==> src/rtl/vend_pkg.sv <==
// Shared vending definitions: coin codes and coin acceptor state encoding.
// Latency: none (declarations only).
// Backpressure: none (declarations only).
package vend_pkg;

   // Coin codes driven toward the vending FSM.
   typedef logic [1:0] coin_code_t;

   localparam coin_code_t COIN_NONE = 2'b00;
   localparam coin_code_t COIN_5    = 2'b01;
   localparam coin_code_t COIN_10   = 2'b10;

   // Coin acceptor control states.
   typedef enum logic [2:0] {
      ST_IDLE    = 3'd0,
      ST_MEASURE = 3'd1,
      ST_EMIT    = 3'd2,
      ST_JAM     = 3'd3,
      ST_LOCKOUT = 3'd4
   } acc_state_t;

endpackage

==> src/rtl/coin_acceptor_if.sv <==
// Sensor-in / coin-code-out bundle between the coin sensor, acceptor and vending FSM.
// Latency: none (wiring only).
// Backpressure: none; the consumer must take a coin code in the cycle it is shown.
interface coin_acceptor_if;

   logic                 coin_sense;
   vend_pkg::coin_code_t coin_code;
   logic                 coin_reject;
   logic                 busy;

   // Acceptor side.
   modport slave  (input coin_sense, output coin_code, output coin_reject, output busy);
   // Sensor driver / code consumer side.
   modport master (output coin_sense, input coin_code, input coin_reject, input busy);

endinterface

==> src/rtl/coin_sync.sv <==
// Two-flop synchronizer for the asynchronous coin sensor line.
// Latency: 2 clk cycles from input change to o_sync.
// Backpressure: none.
module coin_sync (
   input  logic clk,
   input  logic rst,
   input  logic i_async,
   output logic o_sync
);

   logic r_meta;
   logic r_sync;

   // Shift the raw line through two flops; both clear on reset.
   always_ff @(posedge clk) begin
      if (rst) begin
         r_meta <= 1'b0;
         r_sync <= 1'b0;
      end else begin
         r_meta <= i_async;
         r_sync <= r_meta;
      end
   end

   assign o_sync = r_sync;

endmodule

==> src/rtl/coin_acceptor.sv <==
// Measures synchronized sensor pulse widths and classifies them into coin codes / rejects.
// Latency: code or reject 1 cycle after the synchronized line goes low (3 after raw fall).
// Backpressure: none; each result is a single-cycle pulse, followed by a lockout window.
module coin_acceptor
   import vend_pkg::*;
#(
   parameter int CNT_W       = 8,
   parameter int GLITCH_MAX  = 3,
   parameter int W5_MIN      = 10,
   parameter int W5_MAX      = 20,
   parameter int W10_MIN     = 30,
   parameter int W10_MAX     = 45,
   parameter int LOCKOUT_CYC = 16
) (
   input  logic            clk,
   input  logic            rst,
   coin_acceptor_if.slave  bus
);

   localparam int LK_W = $clog2(LOCKOUT_CYC + 1);

   localparam logic [CNT_W-1:0] C_ONE     = CNT_W'(1);
   localparam logic [CNT_W-1:0] C_PRE_MAX = CNT_W'((2 ** CNT_W) - 2);
   localparam logic [CNT_W-1:0] C_GLITCH  = CNT_W'(GLITCH_MAX);
   localparam logic [CNT_W-1:0] C_W5_MIN  = CNT_W'(W5_MIN);
   localparam logic [CNT_W-1:0] C_W5_MAX  = CNT_W'(W5_MAX);
   localparam logic [CNT_W-1:0] C_W10_MIN = CNT_W'(W10_MIN);
   localparam logic [CNT_W-1:0] C_W10_MAX = CNT_W'(W10_MAX);
   // Last lockout count value; the exit decision is taken on that cycle.
   localparam logic [LK_W-1:0]  LK_LAST   = LK_W'(LOCKOUT_CYC - 1);

   logic             w_s;
   logic             w_glitch;
   logic             w_is5;
   logic             w_is10;

   acc_state_t       r_state;
   logic [CNT_W-1:0] r_cnt;
   logic [LK_W-1:0]  r_lock;
   coin_code_t       r_code;
   logic             r_rej;

   coin_sync u_sync (
      .clk     (clk),
      .rst     (rst),
      .i_async (bus.coin_sense),
      .o_sync  (w_s)
   );

   // Width classification of the completed pulse held in r_cnt.
   always_comb begin
      w_glitch = (r_cnt <= C_GLITCH);
      w_is5    = (r_cnt >= C_W5_MIN)  && (r_cnt <= C_W5_MAX);
      w_is10   = (r_cnt >= C_W10_MIN) && (r_cnt <= C_W10_MAX);
   end

   // Control FSM with registered single-cycle code/reject outputs.
   always_ff @(posedge clk) begin
      if (rst) begin
         r_state <= ST_LOCKOUT;
         r_cnt   <= '0;
         r_lock  <= '0;
         r_code  <= COIN_NONE;
         r_rej   <= 1'b0;
      end else begin
         r_code <= COIN_NONE;
         r_rej  <= 1'b0;
         case (r_state)
            ST_IDLE: begin
               if (w_s) begin
                  r_cnt   <= C_ONE;
                  r_state <= ST_MEASURE;
               end
            end
            ST_MEASURE: begin
               if (w_s) begin
                  // Stepping onto the saturation value declares a jam; the counter never wraps.
                  r_cnt <= r_cnt + 1'b1;
                  if (r_cnt == C_PRE_MAX) begin
                     r_rej   <= 1'b1;
                     r_state <= ST_JAM;
                  end
               end else if (w_glitch) begin
                  r_state <= ST_IDLE;
               end else begin
                  // The result is registered straight into the outputs, shown during EMIT.
                  r_state <= ST_EMIT;
                  if (w_is5) begin
                     r_code <= COIN_5;
                  end else if (w_is10) begin
                     r_code <= COIN_10;
                  end else begin
                     r_rej <= 1'b1;
                  end
               end
            end
            ST_EMIT: begin
               r_lock  <= '0;
               r_state <= ST_LOCKOUT;
            end
            ST_JAM: begin
               if (!w_s) begin
                  r_lock  <= '0;
                  r_state <= ST_LOCKOUT;
               end
            end
            ST_LOCKOUT: begin
               // Dead time; a pulse still high at the end keeps us here until it drops.
               if (r_lock >= LK_LAST) begin
                  if (!w_s) begin
                     r_state <= ST_IDLE;
                  end
               end else begin
                  r_lock <= r_lock + 1'b1;
               end
            end
            default: begin
               r_state <= ST_LOCKOUT;
            end
         endcase
      end
   end

   assign bus.coin_code   = r_code;
   assign bus.coin_reject = r_rej;
   assign bus.busy        = (r_state != ST_IDLE);

endmodule

==> src/flat_wrapper.sv <==
// flat-port wrapper written by rule: the top's interface ports become plain ports
module coin_acceptor_flat import vend_pkg::*;
#(
   parameter int CNT_W       = 8,
   parameter int GLITCH_MAX  = 3,
   parameter int W5_MIN      = 10,
   parameter int W5_MAX      = 20,
   parameter int W10_MIN     = 30,
   parameter int W10_MAX     = 45,
   parameter int LOCKOUT_CYC = 16
)
  (clk, rst, bus_coin_sense, bus_coin_code, bus_coin_reject, bus_busy);
  coin_acceptor_if bus_i ();
  input  logic clk;
  input  logic rst;
  input wire logic [$bits(bus_i.coin_sense)-1:0] bus_coin_sense;
  output wire logic [$bits(bus_i.coin_code)-1:0] bus_coin_code;
  output wire logic [$bits(bus_i.coin_reject)-1:0] bus_coin_reject;
  output wire logic [$bits(bus_i.busy)-1:0] bus_busy;
  assign bus_i.coin_sense = bus_coin_sense;
  assign bus_coin_code = bus_i.coin_code;
  assign bus_coin_reject = bus_i.coin_reject;
  assign bus_busy = bus_i.busy;
  coin_acceptor #(.CNT_W(CNT_W), .GLITCH_MAX(GLITCH_MAX), .W5_MIN(W5_MIN), .W5_MAX(W5_MAX), .W10_MIN(W10_MIN), .W10_MAX(W10_MAX), .LOCKOUT_CYC(LOCKOUT_CYC)) u_core (.clk(clk), .rst(rst), .bus(bus_i));
endmodule
==> config.mk <==
export PLATFORM = sky130hd
export DESIGN_NAME = coin_acceptor_flat
export DESIGN_NICKNAME = d
export VERILOG_FILES = /design/src/rtl/vend_pkg.sv /design/src/rtl/coin_acceptor_if.sv /design/src/rtl/coin_sync.sv /design/src/rtl/coin_acceptor.sv /design/src/flat_wrapper.sv
export SDC_FILE = /design/constraint.sdc
export NUM_CORES = 1
export LEC_CHECK = 0
export CAP_MARGIN = 0
export CORE_ASPECT_RATIO = 1.4
export CORE_MARGIN = 2
export CORE_UTILIZATION = 46
export DETAILED_ROUTE_END_ITERATION = 8
export PLACE_DENSITY_LB_ADDON = 0.25
export SETUP_SLACK_MARGIN = 0.2
export SLEW_MARGIN = 20
export SYNTH_ARGS = -nofsm -noshare
export SYNTH_HDL_FRONTEND = slang
export SYNTH_SLANG_ARGS = --single-unit
export TNS_END_PERCENT = 100
==> constraint.sdc <==
create_clock -name clk -period 5.6 [get_ports clk]
set_input_delay 1.12 -clock clk [delete_from_list [all_inputs] [get_ports clk]]
set_output_delay 1.12 -clock clk [all_outputs]
set_load 0.01 [all_outputs]
Word-level counts from Yosys, hierarchy flattened
Index checks and enable logic that the tools add are counted.
{"block": "word_totals", "elab_cells": 62, "out_inout_bits": 4, "reg_bits": 21}
{"block": "op_classes", "reduce_logical": 12, "order_cmp": 6, "bitwise_logic": 1, "mux": 21, "n_eq_ne": 12, "add_sub_neg": 2}
{"cell": "two-way mux 3 bit", "n": 6}
{"cell": "two-way mux 8 bit", "n": 2}
{"cell": "one-hot mux 8 bit (2 select lines)", "n": 1}
{"cell": "one-hot mux 5 bit (3 select lines)", "n": 1}
{"cell": "one-hot mux 3 bit (4 select lines)", "n": 1}
{"cell": "two-way mux 5 bit", "n": 2}
{"cell": "!= test 2 bit, second input constant", "n": 5}
{"cell": "adder 8 x 1 -> 8 bit, second input constant", "n": 1}
{"cell": "equality test 8 bit, second input constant", "n": 1}
{"cell": "greater-or-equal comparator 8 x 4 -> 1 bit, second input constant", "n": 1}
{"cell": "greater-or-equal comparator 8 x 5 -> 1 bit, second input constant", "n": 1}
{"cell": "less-or-equal comparator 8 x 2 -> 1 bit, second input constant", "n": 1}
{"cell": "less-or-equal comparator 8 x 5 -> 1 bit, second input constant", "n": 1}
{"cell": "less-or-equal comparator 8 x 6 -> 1 bit, second input constant", "n": 1}
{"cell": "equality test 3 x 2 -> 1 bit, second input constant", "n": 2}
{"cell": "two-way mux 1 bit", "n": 6}
{"cell": "AND reduction 3 bit", "n": 2}
{"cell": "nonzero test 3 bit", "n": 2}
{"cell": "adder 5 x 1 -> 5 bit, second input constant", "n": 1}
{"cell": "greater-or-equal comparator 5 x 4 -> 1 bit, second input constant", "n": 1}
{"cell": "AND reduction 5 bit", "n": 1}
{"cell": "OR reduction 5 bit", "n": 1}
{"cell": "two-way mux 2 bit", "n": 2}
{"cell": "OR reduction 4 bit", "n": 1}
{"cell": "9 further kinds", "n": 10}

Logic depth before layout (Yosys ltp)
Gate-level depths: netlist of run 1.
{"block": "depth", "depth_word": 6, "mapped_depth": 7, "mapped_depth_nobuf": 7}

By module
Synthesis of run 1 repeated with hierarchy kept, for this count alone.
{"block": "unflattened", "cells_unflattened": 122, "area_unflattened_um2": 1088.5}
{"mod": "coin_acceptor", "n_inst": 1, "cells_per_inst": 118, "seq_area_each_um2": 380.4, "area_each_um2": 1036.0}
{"mod": "coin_sync", "n_inst": 1, "cells_per_inst": 4, "seq_area_each_um2": 40.0, "area_each_um2": 52.6}

Worst setup path before layout of run 1
No wires, ideal clock.
{"block": "synth_timing", "path_kind": "reg2out", "start": "reg u_core.r_state[1]", "end": "out bus_busy", "arrival_ns": 0.865, "required_time_ns": 4.480, "stages_incl_launch_ff": 3, "setup_slack_ns": 3.615, "path_buffers": 1, "cell_sequence": "dfxtp_1 -> buf_2 -> or3_1"}
{"block": "synth_via", "elab_chain_cells": 1}
{"item": "start: declaration", "line": "coin_acceptor.sv:37", "text": "acc_state_t r_state;"}
{"item": "start signal: assignment", "line": "coin_acceptor.sv:60", "text": "r_state <= ST_LOCKOUT;"}
{"item": "start signal: assignment", "line": "coin_acceptor.sv:72", "text": "r_state <= ST_MEASURE;"}
{"item": "start signal: assignment", "line": "coin_acceptor.sv:81", "text": "r_state <= ST_JAM;"}
{"item": "nonzero test 3 bit", "line": "coin_acceptor.sv:126", "text": "assign bus.busy = (r_state != ST_IDLE);"}
{"item": "end: declaration", "line": "flat_wrapper.sv:19", "text": "output wire logic [$bits(bus_i.busy)-1:0] bus_busy;"}
No other way between the ends.

Worst setup path in the final report of run 1
{"block": "layout_timing", "start": "reg u_core.r_state[0]", "end": "out bus_busy"}
Same word-level chain as after synthesis.

==> impl_metrics.prom, run 1 <==
# TYPE chip_impl_metric gauge
chip_impl_metric{name="vdd_drop_max",unit="uV"} 173
chip_impl_metric{name="pin_count_of_the_biggest_net_entering_global_routing",unit=""} 16
chip_impl_info{name="clk_root_buffer_cell",value="sky130_fd_sc_hd__clkbuf_4"} 1
chip_impl_info{name="synth_area_leaders",value="sky130_fd_sc_hd__dfxtp_1 (36%), sky130_fd_sc_hd__ha_1 (6.5%), sky130_fd_sc_hd__nor2_1 (4.8%)"} 1
chip_impl_metric{name="max_slew_margin",unit="%"} 58.6
chip_impl_metric{name="ant_nets",unit=""} 0
chip_impl_info{name="synth_top_family_by_area",value="simple AND/OR/NAND/NOR gates"} 1
chip_impl_metric{name="antenna-diode-count",unit=""} 0
chip_impl_metric{name="finalWeightedCongestion",unit=""} 0.798
chip_impl_metric{name="nets",unit=""} 148
chip_impl_metric{name="floorplan.rows",unit=""} 21
chip_impl_info{name="cts_tree",value="done"} 1
chip_impl_metric{name="synth.lib_cells_used.distinct",unit=""} 46
chip_impl_metric{name="clk_pin_slew",unit="ns"} 0.12
chip_impl_metric{name="numPortBuffers",unit=""} 6
chip_impl_metric{name="floorplan.die_area",unit="um2"} 2950
chip_impl_metric{name="totalNegativeSetupSlack",unit="ns"} 0
chip_impl_metric{name="placed_area",unit="um2"} 1230
chip_impl_info{name="worst_setup_path_end_kind",value="output pin"} 1
chip_impl_info{name="most_repeated_cell_in_the_gate_level_netlist_after_synthesis",value="sky130_fd_sc_hd__dfxtp_1"} 1
chip_impl_info{name="reg2reg_from",value="u_core.r_lock[0]"} 1
chip_impl_metric{name="finalSetupViolations",unit=""} 0
chip_impl_metric{name="final_max_slew_viol_count",unit=""} 0
chip_impl_metric{name="post-route-drc-count",unit=""} 0
chip_impl_metric{name="synth_seq_cells",unit=""} 21
chip_impl_metric{name="asyncSetResetFlopFracSynth",unit="%"} 0
chip_impl_info{name="start_kind",value="register"} 1
chip_impl_metric{name="cts_repair_resize_count",unit=""} 0
chip_impl_metric{name="fp.coreArea",unit="um2"} 2390
chip_impl_metric{name="detail_route.iter0.violations",unit=""} 15
chip_impl_metric{name="synth_largest_type_area_fraction",unit="%"} 36.2
chip_impl_metric{name="final.period_utilization",unit="%"} 49.3
chip_impl_metric{name="post-place-cells",unit=""} 168
chip_impl_metric{name="drt_wl_total",unit="um"} 2240
chip_impl_metric{name="synth-xor-area-share",unit="%"} 4.53
chip_impl_metric{name="critPathRequiredTime",unit="ns"} 4.48
chip_impl_metric{name="die_h",unit="um"} 63.4
chip_impl_metric{name="post-route-min-period",unit="ns"} 2.76
chip_impl_metric{name="post_synth.cell_area_avg",unit="um2"} 8.67
chip_impl_metric{name="synth.mux.area_fraction",unit="%"} 0
chip_impl_metric{name="leakagePower",unit="nW"} 0.409
chip_impl_metric{name="netlist_area_before_placement",unit="um2"} 1160
chip_impl_metric{name="globalRouteOverflowTotal",unit=""} 0
chip_impl_metric{name="post-dp-hpwl",unit="um"} 1690
chip_impl_metric{name="drtPass1Iterations",unit=""} 4
chip_impl_metric{name="report.final.hold_viol_count",unit=""} 0
chip_impl_info{name="setup_repair_after_global_routing_missed_its_margin",value="no"} 1
chip_impl_metric{name="regToRegSetupSlack",unit="ns"} 3.47
chip_impl_metric{name="finalNonFillerCells",unit=""} 172
chip_impl_info{name="critical_path_class",value="register to output pin"} 1
chip_impl_metric{name="numCtsBuffers",unit=""} 3
chip_impl_metric{name="synth_fp_nets",unit=""} 143
chip_impl_metric{name="dieWidth",unit="um"} 46.5
chip_impl_metric{name="routed_wire_length_per_instance",unit="um"} 13.0
chip_impl_metric{name="fmax",unit="GHz"} 0.362
chip_impl_metric{name="post_synth_and_or_nand_nor_area_fraction",unit="%"} 30.3
chip_impl_metric{name="ys_seq_area_share",unit="%"} 36.2
chip_impl_metric{name="area.growth.synth_to_final",unit="%"} 8.19
chip_impl_metric{name="final.hold.worst_slack",unit="ns"} 0.456
chip_impl_info{name="synth_top_flop_cell",value="sky130_fd_sc_hd__dfxtp_1"} 1
chip_impl_metric{name="initial_core_util",unit="%"} 48.6
chip_impl_metric{name="floorplan.io_pins",unit=""} 7
chip_impl_info{name="rr_endpoint",value="u_core.r_lock[4]"} 1
chip_impl_metric{name="number_of_buffers_inserted_by_hold_repair_at_cts",unit=""} 0
chip_impl_metric{name="vias_per_std_cell",unit=""} 5.66
chip_impl_metric{name="fin_area",unit="um2"} 1260
chip_impl_metric{name="first_pass_grt_wire_length",unit="um"} 3990
chip_impl_metric{name="clockBufferDepth",unit=""} 2
chip_impl_metric{name="synth-edff-count",unit=""} 0
chip_impl_metric{name="synth_cells",unit=""} 134
chip_impl_metric{name="synth_adder_area_share",unit="%"} 6.47
chip_impl_metric{name="htree_num_levels",unit=""} 1
chip_impl_info{name="yosysTopAreaCell",value="sky130_fd_sc_hd__dfxtp_1"} 1
chip_impl_metric{name="logic_depth_of_the_worst_register_to_register_path",unit=""} 7
chip_impl_metric{name="p_per_area",unit="nW/um2"} 225
chip_impl_info{name="worstSetupEndpoint",value="bus_busy"} 1
chip_impl_metric{name="maxCapViolations",unit=""} 0
chip_impl_info{name="timing.critical_path.from",value="u_core.r_state[0]"} 1
chip_impl_metric{name="cts_sinks",unit=""} 21
chip_impl_metric{name="yosysWarningCount",unit=""} 0
chip_impl_metric{name="track_usage",unit="%"} 18.0
chip_impl_info{name="run_status",value="finished, final reports clean"} 1
chip_impl_metric{name="antenna_violations_before_repair",unit=""} 0
chip_impl_metric{name="final_core_utilization",unit="%"} 52.5
chip_impl_metric{name="skew",unit="ns"} 0.0105
chip_impl_metric{name="grt_pass1_vias",unit=""} 896
chip_impl_info{name="synthTopCellsByCount",value="sky130_fd_sc_hd__dfxtp_1 (21), sky130_fd_sc_hd__nor2_1 (15), sky130_fd_sc_hd__nand2_1 (8)"} 1
chip_impl_metric{name="clk_latency",unit="ns"} 0.31
chip_impl_metric{name="detailroute.via_count",unit=""} 974
chip_impl_metric{name="synth_compound_gate_area_share",unit="%"} 17.6
chip_impl_info{name="min-delay-path-class",value="register to register"} 1
chip_impl_metric{name="worstPathArrival",unit="ns"} 1.64
chip_impl_metric{name="worst-slew-pin-transition",unit="ns"} 0.614
chip_impl_metric{name="path_max_fanout",unit=""} 11
chip_impl_metric{name="post_route_cells_drive_above_1_share",unit="%"} 7.97
chip_impl_metric{name="post_cts.repair.setup_buffers",unit=""} 0
metrics by stage:
stage                     setup WS (ns)  power, mW
after detailed placement           2.78      0.214
after CTS                          2.84      0.284
after global placement             2.87      0.212
after global routing               2.74      0.300
final                              2.84      0.283
after floorplan                    3.61      0.201
worst max-delay path: stages, from the launching register on:
cell and delay [ns]:
sky130_fd_sc_hd__dfxtp_1 0.45, sky130_fd_sc_hd__or3_1 0.40, sky130_fd_sc_hd__clkdlybuf4s50_1 0.48
cell usage in the layout, fill, tap and decap left out, types with 2 or more instances in the layout:
| cell | netlist | layout |
|---|---|---|
| sky130_fd_sc_hd__nor2b_1 | 4 | 4 |
| sky130_fd_sc_hd__a22oi_1 | 2 | 2 |
| sky130_fd_sc_hd__o21ai_1 | 2 | 2 |
| sky130_fd_sc_hd__nor2_1 | 15 | 15 |
| sky130_fd_sc_hd__inv_1 | 6 | 6 |
| sky130_fd_sc_hd__o21bai_1 | 2 | 2 |
| sky130_fd_sc_hd__nor4_1 | 2 | 2 |
| sky130_fd_sc_hd__nand4_1 | 3 | 3 |
| sky130_fd_sc_hd__nand2b_1 | 2 | 2 |
| sky130_fd_sc_hd__dfxtp_1 | 21 | 21 |
| sky130_fd_sc_hd__xnor2_1 | 5 | 5 |
| sky130_fd_sc_hd__nand2_1 | 8 | 8 |
| sky130_fd_sc_hd__nand4bb_1 | 2 | 2 |
| sky130_fd_sc_hd__a31oi_1 | 3 | 3 |
| sky130_fd_sc_hd__clkdlybuf4s50_1 | 0 | 6 |
| sky130_fd_sc_hd__nand3_1 | 2 | 2 |
| sky130_fd_sc_hd__or3_1 | 3 | 3 |
| sky130_fd_sc_hd__o21ai_0 | 4 | 4 |
| sky130_fd_sc_hd__ha_1 | 6 | 6 |
| sky130_fd_sc_hd__nor3_1 | 6 | 6 |
| sky130_fd_sc_hd__a21oi_1 | 6 | 6 |
| sky130_fd_sc_hd__clkbuf_4 | 0 | 3 |
| sky130_fd_sc_hd__a211oi_1 | 2 | 2 |
routing by layer:
metal | vias up | track usage, % | routed length (um)
met4 | 0 | 10.0 | 85
met3 | 9 | 2.58 | 45
met2 | 14 | 28.0 | 1110
met5 | - | 0 | 0
met1 | 451 | 22.6 | 999
li1 | 500 | - | -
flip-flops by register name (all words and copies together) (netlist names):
name / flops
u_core.u_sync.r_meta: 1
u_core.r_lock: 5
u_core.r_cnt: 8
u_core.bus.coin_reject: 1
u_core.u_sync.o_sync: 1
u_core.bus.coin_code: 2
u_core.r_state: 3
report_power, final:
part           switching [mW]  total [mW]  leakage, nW  internal [mW]
Combinational          0.0201      0.0410        0.221         0.0208
Clock                  0.0460      0.0727       0.0177         0.0267
Sequential             0.0127       0.169        0.170          0.157
Total                  0.0788       0.283        0.409          0.204
how the worst min path moves through the flow:
stage                               startpoint                    to  slack [ns]  cells past startpoint
final                     u_core.u_sync.r_meta  u_core.u_sync.o_sync        0.46                      1
after global routing      u_core.u_sync.r_meta  u_core.u_sync.o_sync        0.48                      1
after CTS                 u_core.u_sync.r_meta  u_core.u_sync.o_sync        0.46                      1
after detailed placement  u_core.u_sync.r_meta  u_core.u_sync.o_sync        0.43                      1
after global placement    u_core.u_sync.r_meta  u_core.u_sync.o_sync        0.43                      1
after floorplan           u_core.u_sync.r_meta  u_core.u_sync.o_sync        0.41                      1
cells by family after synthesis:
group / count (synthesis)
simple gates: 59
compound gates: 30
flops: 21
buf+inv: 12
xor+xnor: 6
fa+ha+maj: 6
cell type report:
class                      instances  area (um2)
multi-input combinational        101         683
timing repair buffer               6        60.1
clock inverter                     1        5.00
clock buffer                       3        22.5
tap                               34        42.5
sequential                        21         420
inverter                           6        22.5
fill                             228        1130
(Power assumes the default switching activity.)
==> run 2, diff against run 1 <==
Clock period 5.6 ns to 2.6 ns, I/O delays scaled along.
==> impl_metrics.prom, run 2 (synthesis results as in run 1) <==
# TYPE chip_impl_metric gauge
chip_impl_info{name="run_status",value="finished, final reports clean"} 1
chip_impl_metric{name="globalRouteOverflowTotal",unit=""} 0
chip_impl_metric{name="fmax",unit="GHz"} 0.464
chip_impl_info{name="regMostFlops",value="u_core.r_cnt"} 1
chip_impl_metric{name="final_max_slew_viol_count",unit=""} 0
chip_impl_metric{name="post-dp-hpwl",unit="um"} 1650
chip_impl_metric{name="worst_path_largest_cell_delay",unit="ns"} 0.48
chip_impl_metric{name="totalNegativeSetupSlack",unit="ns"} 0
chip_impl_metric{name="filler_cell_count",unit=""} 226
chip_impl_metric{name="leakagePower",unit="nW"} 0.411
chip_impl_metric{name="routed_wire_length_per_instance",unit="um"} 13.0
chip_impl_metric{name="fp.coreArea",unit="um2"} 2390
chip_impl_metric{name="vias_per_std_cell",unit=""} 5.68
chip_impl_metric{name="initial_core_util",unit="%"} 48.6
chip_impl_metric{name="vdd_drop_max",unit="uV"} 379
chip_impl_info{name="clk_root_buffer_cell",value="sky130_fd_sc_hd__clkbuf_4"} 1
chip_impl_metric{name="area.growth.synth_to_final",unit="%"} 8.73
chip_impl_info{name="hold_end",value="u_core.u_sync.o_sync"} 1
chip_impl_info{name="worst_setup_path_end_kind",value="output pin"} 1
chip_impl_metric{name="p_per_area",unit="nW/um2"} 483
chip_impl_metric{name="htree_num_levels",unit=""} 1
chip_impl_metric{name="post-route-min-period",unit="ns"} 2.16
chip_impl_metric{name="depth_of_the_worst_hold_timing_path",unit=""} 1
chip_impl_metric{name="finalSetupViolations",unit=""} 0
chip_impl_metric{name="numCtsBuffers",unit=""} 3
chip_impl_metric{name="cts_sinks",unit=""} 21
chip_impl_metric{name="finalNonFillerCells",unit=""} 173
chip_impl_metric{name="floorplan.io_pins",unit=""} 7
chip_impl_metric{name="die_h",unit="um"} 63.4
chip_impl_metric{name="antenna_violations_before_repair",unit=""} 0
chip_impl_metric{name="skew",unit="ns"} 0.00588
chip_impl_metric{name="sequential_cell_area",unit="um2"} 420
chip_impl_info{name="layout.cells.most_common_list",value="sky130_fd_sc_hd__dfxtp_1 (21), sky130_fd_sc_hd__nor2_1 (15), sky130_fd_sc_hd__nand2_1 (8)"} 1
chip_impl_info{name="layout_top_registers",value="u_core.r_cnt x8, u_core.r_lock x5, u_core.r_state x3"} 1
chip_impl_metric{name="floorplan.rows",unit=""} 21
chip_impl_metric{name="floorplan.die_area",unit="um2"} 2950
chip_impl_info{name="cts_tree",value="done"} 1
chip_impl_metric{name="antenna-diode-count",unit=""} 0
chip_impl_metric{name="number_of_buffers_inserted_by_hold_repair_at_cts",unit=""} 0
chip_impl_metric{name="grt_pass1_vias",unit=""} 895
chip_impl_info{name="min-delay-path-class",value="register to register"} 1
chip_impl_metric{name="max_slew_margin",unit="%"} 53.7
chip_impl_metric{name="cts_repair_resize_count",unit=""} 0
chip_impl_metric{name="logic_depth_of_the_worst_register_to_register_path",unit=""} 7
chip_impl_metric{name="first_pass_grt_wire_length",unit="um"} 3850
chip_impl_metric{name="detail_route.iter0.violations",unit=""} 24
chip_impl_metric{name="final_core_utilization",unit="%"} 52.8
chip_impl_metric{name="numPortBuffers",unit=""} 6
chip_impl_metric{name="detailroute.via_count",unit=""} 982
chip_impl_metric{name="regToRegSetupSlack",unit="ns"} 0.57
chip_impl_metric{name="track_usage",unit="%"} 17.5
chip_impl_metric{name="path_max_fanout",unit=""} 14
chip_impl_metric{name="drt_wl_total",unit="um"} 2250
chip_impl_metric{name="multiInputGateArea",unit="um2"} 683
chip_impl_info{name="reg2reg_from",value="u_core.r_lock[0]"} 1
chip_impl_metric{name="clk_latency",unit="ns"} 0.30
chip_impl_info{name="hold_path.startpoint",value="u_core.u_sync.r_meta"} 1
chip_impl_info{name="setup_repair_after_global_routing_missed_its_margin",value="no"} 1
chip_impl_metric{name="post-place-cells",unit=""} 169
chip_impl_info{name="timing.critical_path.from",value="u_core.r_state[1]"} 1
chip_impl_info{name="start_kind",value="register"} 1
chip_impl_info{name="crit_path_top_delay_cell",value="sky130_fd_sc_hd__clkdlybuf4s50_1"} 1
chip_impl_metric{name="post_route_cells_drive_above_1_share",unit="%"} 7.91
chip_impl_info{name="rr_endpoint",value="u_core.r_lock[4]"} 1
chip_impl_metric{name="pin_count_of_the_biggest_net_entering_global_routing",unit=""} 15
chip_impl_metric{name="clk_pin_slew",unit="ns"} 0.12
chip_impl_metric{name="worst-slew-pin-transition",unit="ns"} 0.685
chip_impl_info{name="critical_path_class",value="register to output pin"} 1
chip_impl_metric{name="report.final.hold_viol_count",unit=""} 0
chip_impl_metric{name="worstPathArrival",unit="ns"} 1.64
chip_impl_metric{name="critPathRequiredTime",unit="ns"} 2.08
chip_impl_metric{name="clockBufferDepth",unit=""} 2
chip_impl_info{name="critical_path.cell_chain",value="or3_1 > clkdlybuf4s50_1"} 1
chip_impl_metric{name="post-route-drc-count",unit=""} 0
chip_impl_metric{name="ant_nets",unit=""} 0
chip_impl_metric{name="drtPass1Iterations",unit=""} 4
chip_impl_info{name="final_common_cell",value="sky130_fd_sc_hd__dfxtp_1"} 1
chip_impl_metric{name="maxCapViolations",unit=""} 0
chip_impl_metric{name="largest_reg_flops",unit=""} 8
chip_impl_metric{name="dieWidth",unit="um"} 46.5
chip_impl_metric{name="finalWeightedCongestion",unit=""} 0.869
chip_impl_metric{name="final.period_utilization",unit="%"} 82.9
chip_impl_metric{name="nets",unit=""} 149
chip_impl_metric{name="post_cts.repair.setup_buffers",unit=""} 0
[run 2: changes by cell type in the layout (fill, tap and decap cells not counted)]
cell / change
sky130_fd_sc_hd__buf_4: +1
sky130_fd_sc_hd__clkinv_2: -1
sky130_fd_sc_hd__clkbuf_1: +1
[run 2: worst max-delay path by stage]
| stage | endpoint | slack [ns] |
|---|---|---|
| final | bus_busy | 0.44 |
| after global routing | bus_busy | 0.36 |
| after CTS | bus_busy | 0.42 |
| after detailed placement | u_core.r_lock[4] | 0.62 |
| after global placement | u_core.r_lock[4] | 0.71 |
| after floorplan | u_core.r_lock[4] | 0.81 |
[run 2: layout make-up]
type	count	share of cell area, %
Clock buffer	4	2.08
Inverter	6	1.78
Sequential cell	21	33.3
Timing Repair Buffer	7	5.35
Multi-Input combinational cell	101	54.1
Tap cell	34	3.37
[run 2: layer usage]
layer / share of wire [%] / GRT usage, %
met5: 0 / 0
met4: 2.2 / 10.0
met3: 2.0 / 2.58
met2: 49 / 27.4
met1: 46 / 21.7
[run 2: where the power goes]
| group | total [mW] | internal [mW] | switching, mW |
|---|---|---|---|
| combinational | 0.0895 | 0.0461 | 0.0435 |
| sequential | 0.363 | 0.337 | 0.0259 |
| clock | 0.157 | 0.0597 | 0.0977 |
[run 2: worst max-delay path: cells and delay by family (launching register included)]
kind	cells	cell delay, ns
buffers and inverters	1	0.48
DFF	1	0.45
and+or+nand+nor	1	0.40
[run 2: per-stage QoR]
step	instance area (um2)	power, mW	hold WS (ns)	setup slack [ns]
5_1_grt	1260	0.653	0.461	0.356
3_5_place_dp	1240	0.460	0.427	0.621
2_1_floorplan	1160	0.434	0.414	0.807
3_3_place_gp	1240	0.457	0.420	0.712
6_report	1260	0.610	0.452	0.444
4_1_cts	1260	0.621	0.457	0.422
==> run 3, diff against run 2 <==
Clock period 2.6 ns to 2.2 ns, I/O delays scaled along.
==> impl_metrics.prom, run 3 (synthesis results as in run 1) <==
# TYPE chip_impl_metric gauge
chip_impl_metric{name="fp.coreArea",unit="um2"} 2390
chip_impl_metric{name="post-route-drc-count",unit=""} 0
chip_impl_info{name="layout_top_registers",value="u_core.r_cnt x8, u_core.r_lock x5, u_core.r_state x3"} 1
chip_impl_metric{name="fin_area",unit="um2"} 1280
chip_impl_info{name="cpLargestDelayFamily",value="simple AND/OR/NAND/NOR gates"} 1
chip_impl_metric{name="totalNegativeSetupSlack",unit="ns"} 0
chip_impl_metric{name="skew",unit="ns"} 0.00358
chip_impl_metric{name="final.hold.worst_slack",unit="ns"} 0.452
chip_impl_metric{name="die_h",unit="um"} 63.4
chip_impl_metric{name="antenna-diode-count",unit=""} 0
chip_impl_info{name="critical_path_class",value="register to register"} 1
chip_impl_metric{name="htree_num_levels",unit=""} 1
chip_impl_metric{name="ant_nets",unit=""} 0
chip_impl_metric{name="detailroute.via_count",unit=""} 980
chip_impl_metric{name="finalSetupViolations",unit=""} 0
chip_impl_metric{name="routed_wire_length_per_instance",unit="um"} 13.0
chip_impl_info{name="cts_tree",value="done"} 1
chip_impl_metric{name="drt-met1-wl",unit="um"} 981
chip_impl_metric{name="worst_path_largest_cell_delay",unit="ns"} 0.39
chip_impl_metric{name="power_frac_comb",unit="%"} 14.8
chip_impl_metric{name="antenna_violations_before_repair",unit=""} 0
chip_impl_metric{name="power.share.clock",unit="%"} 25.5
chip_impl_info{name="final_common_cell",value="sky130_fd_sc_hd__dfxtp_1"} 1
chip_impl_metric{name="first_pass_grt_wire_length",unit="um"} 3820
chip_impl_metric{name="maxCapViolations",unit=""} 0
chip_impl_metric{name="post-place-cells",unit=""} 170
chip_impl_metric{name="filler_cell_count",unit=""} 234
chip_impl_metric{name="cts_sinks",unit=""} 21
chip_impl_metric{name="track_usage",unit="%"} 17.3
chip_impl_metric{name="post_route_cells_drive_above_1_share",unit="%"} 10.7
chip_impl_metric{name="detail_route.iter0.violations",unit=""} 27
chip_impl_metric{name="largest_reg_flops",unit=""} 8
chip_impl_metric{name="path_max_fanout",unit=""} 6
chip_impl_metric{name="max_slew_margin",unit="%"} 54.4
chip_impl_metric{name="pin_count_of_the_biggest_net_entering_global_routing",unit=""} 15
chip_impl_info{name="min-delay-path-class",value="register to register"} 1
chip_impl_metric{name="post-route-min-period",unit="ns"} 1.90
chip_impl_metric{name="placed_area",unit="um2"} 1240
chip_impl_metric{name="final_core_utilization",unit="%"} 53.7
chip_impl_metric{name="initial_core_util",unit="%"} 48.6
chip_impl_metric{name="cell_internal_pwr",unit="mW"} 0.521
chip_impl_metric{name="globalRouteOverflowTotal",unit=""} 0
chip_impl_metric{name="power_frac_seq",unit="%"} 59.7
chip_impl_info{name="regMostFlops",value="u_core.r_cnt"} 1
chip_impl_info{name="crit_path_top_delay_cell",value="sky130_fd_sc_hd__dfxtp_1"} 1
chip_impl_metric{name="floorplan.io_pins",unit=""} 7
chip_impl_info{name="top_signal_layer_used",value="met4"} 1
chip_impl_metric{name="fmax",unit="GHz"} 0.527
chip_impl_metric{name="final.period_utilization",unit="%"} 86.2
chip_impl_metric{name="numPortBuffers",unit=""} 6
chip_impl_metric{name="drtPass1Iterations",unit=""} 4
chip_impl_info{name="layout.cells.most_common_list",value="sky130_fd_sc_hd__dfxtp_1 (20), sky130_fd_sc_hd__nor2_1 (14), sky130_fd_sc_hd__nand2_1 (8)"} 1
chip_impl_metric{name="numCtsBuffers",unit=""} 3
chip_impl_metric{name="critPathRequiredTime",unit="ns"} 2.44
chip_impl_metric{name="post-dp-hpwl",unit="um"} 1650
chip_impl_metric{name="area.growth.synth_to_final",unit="%"} 10.7
chip_impl_metric{name="power_switching",unit="mW"} 0.196
chip_impl_metric{name="dr_wl_met3",unit="um"} 80
chip_impl_info{name="critical_path.cell_chain",value="ha_1 > and3_1 > ha_1 > nor2_4 > nand3_2 > or3_1 > a21oi_1"} 1
chip_impl_metric{name="report.final.hold_viol_count",unit=""} 0
chip_impl_metric{name="dieWidth",unit="um"} 46.5
chip_impl_metric{name="nets",unit=""} 150
chip_impl_metric{name="worstPathArrival",unit="ns"} 2.14
chip_impl_metric{name="floorplan.rows",unit=""} 21
chip_impl_metric{name="met2WireLength",unit="um"} 1150
chip_impl_info{name="setup_repair_after_global_routing_missed_its_margin",value="no"} 1
chip_impl_metric{name="p_per_area",unit="nW/um2"} 558
chip_impl_metric{name="worst-slew-pin-transition",unit="ns"} 0.675
chip_impl_metric{name="vias_per_std_cell",unit=""} 5.63
chip_impl_metric{name="clk_pin_slew",unit="ns"} 0.12
chip_impl_metric{name="finalNonFillerCells",unit=""} 174
chip_impl_info{name="worst_setup_path_end_kind",value="register"} 1
chip_impl_metric{name="floorplan.die_area",unit="um2"} 2950
chip_impl_info{name="start_kind",value="register"} 1
chip_impl_metric{name="drt_wl_total",unit="um"} 2260
chip_impl_metric{name="grt_pass1_vias",unit=""} 897
chip_impl_metric{name="clk_latency",unit="ns"} 0.29
chip_impl_metric{name="final_max_slew_viol_count",unit=""} 0
chip_impl_metric{name="p_sw_share",unit="%"} 27.4
chip_impl_metric{name="post_cts.repair.setup_buffers",unit=""} 0
chip_impl_metric{name="leakagePower",unit="nW"} 0.426
chip_impl_info{name="critical-path-top-cell-by-count",value="sky130_fd_sc_hd__ha_1"} 1
chip_impl_metric{name="critical_path_buf_inv_count",unit=""} 0
chip_impl_metric{name="finalWeightedCongestion",unit=""} 0.801
chip_impl_info{name="run_status",value="finished, final reports clean"} 1
chip_impl_metric{name="clockBufferDepth",unit=""} 2
chip_impl_metric{name="vdd_drop_max",unit="uV"} 336
chip_impl_info{name="clk_root_buffer_cell",value="sky130_fd_sc_hd__clkbuf_4"} 1
## run 3: what timing repair did
action | CTS | global route
hold buffers | 0 | 0
endpoints found under the hold margin | 0 | 0
endpoints found under the setup margin | 2 | 1
resized for setup | 4 | 2
## run 3: path summary, 6_finish.rpt
path | from | to | slack (ns) | cells past startpoint
setup / recovery | u_core.r_lock[0] | u_core.r_lock[4] | 0.30 | 7
hold reg to reg | u_core.u_sync.r_meta | u_core.u_sync.o_sync | 0.45 | 1
setup reg to reg | u_core.r_lock[0] | u_core.r_lock[4] | 0.30 | 7
hold / removal | u_core.u_sync.r_meta | u_core.u_sync.o_sync | 0.45 | 1
## run 3: power by group through the flow
stage | clock [mW] | combinational, mW | sequential, mW
after floorplan | 0 | 0.0897 | 0.423
after global placement | 0 | 0.105 | 0.434
after detailed placement | 0 | 0.106 | 0.436
after CTS | 0.195 | 0.104 | 0.427
after global routing | 0.214 | 0.119 | 0.430
final | 0.183 | 0.106 | 0.428
## run 3: final cells by class
| cell class | instances | area [um2] | share of cell area, % |
|---|---|---|---|
| multi-input cells | 101 | 696 | 54.1 |
| clock buffers | 4 | 26.3 | 2.04 |
| repair buffers | 8 | 73.8 | 5.74 |
| inverters | 6 | 22.5 | 1.75 |
| flip-flops and latches | 21 | 424 | 33.0 |
| well taps | 34 | 42.5 | 3.31 |
## run 3: layer usage
| metal | vias to the layer above | track usage [%] |
|---|---|---|
| met1 | 454 | 21.2 |
| met2 | 25 | 27.8 |
| met3 | 4 | 2.58 |
| met5 | - | 0 |
| li1 | 497 | - |
| met4 | 0 | 8.93 |
## run 3: metrics by stage
stage / total power, mW / setup slack [ns]
2_1_floorplan: 0.512 / 0.407
3_5_place_dp: 0.542 / 0.231
6_report: 0.717 / 0.303
3_3_place_gp: 0.540 / 0.316
5_1_grt: 0.762 / 0.208
4_1_cts: 0.726 / 0.230
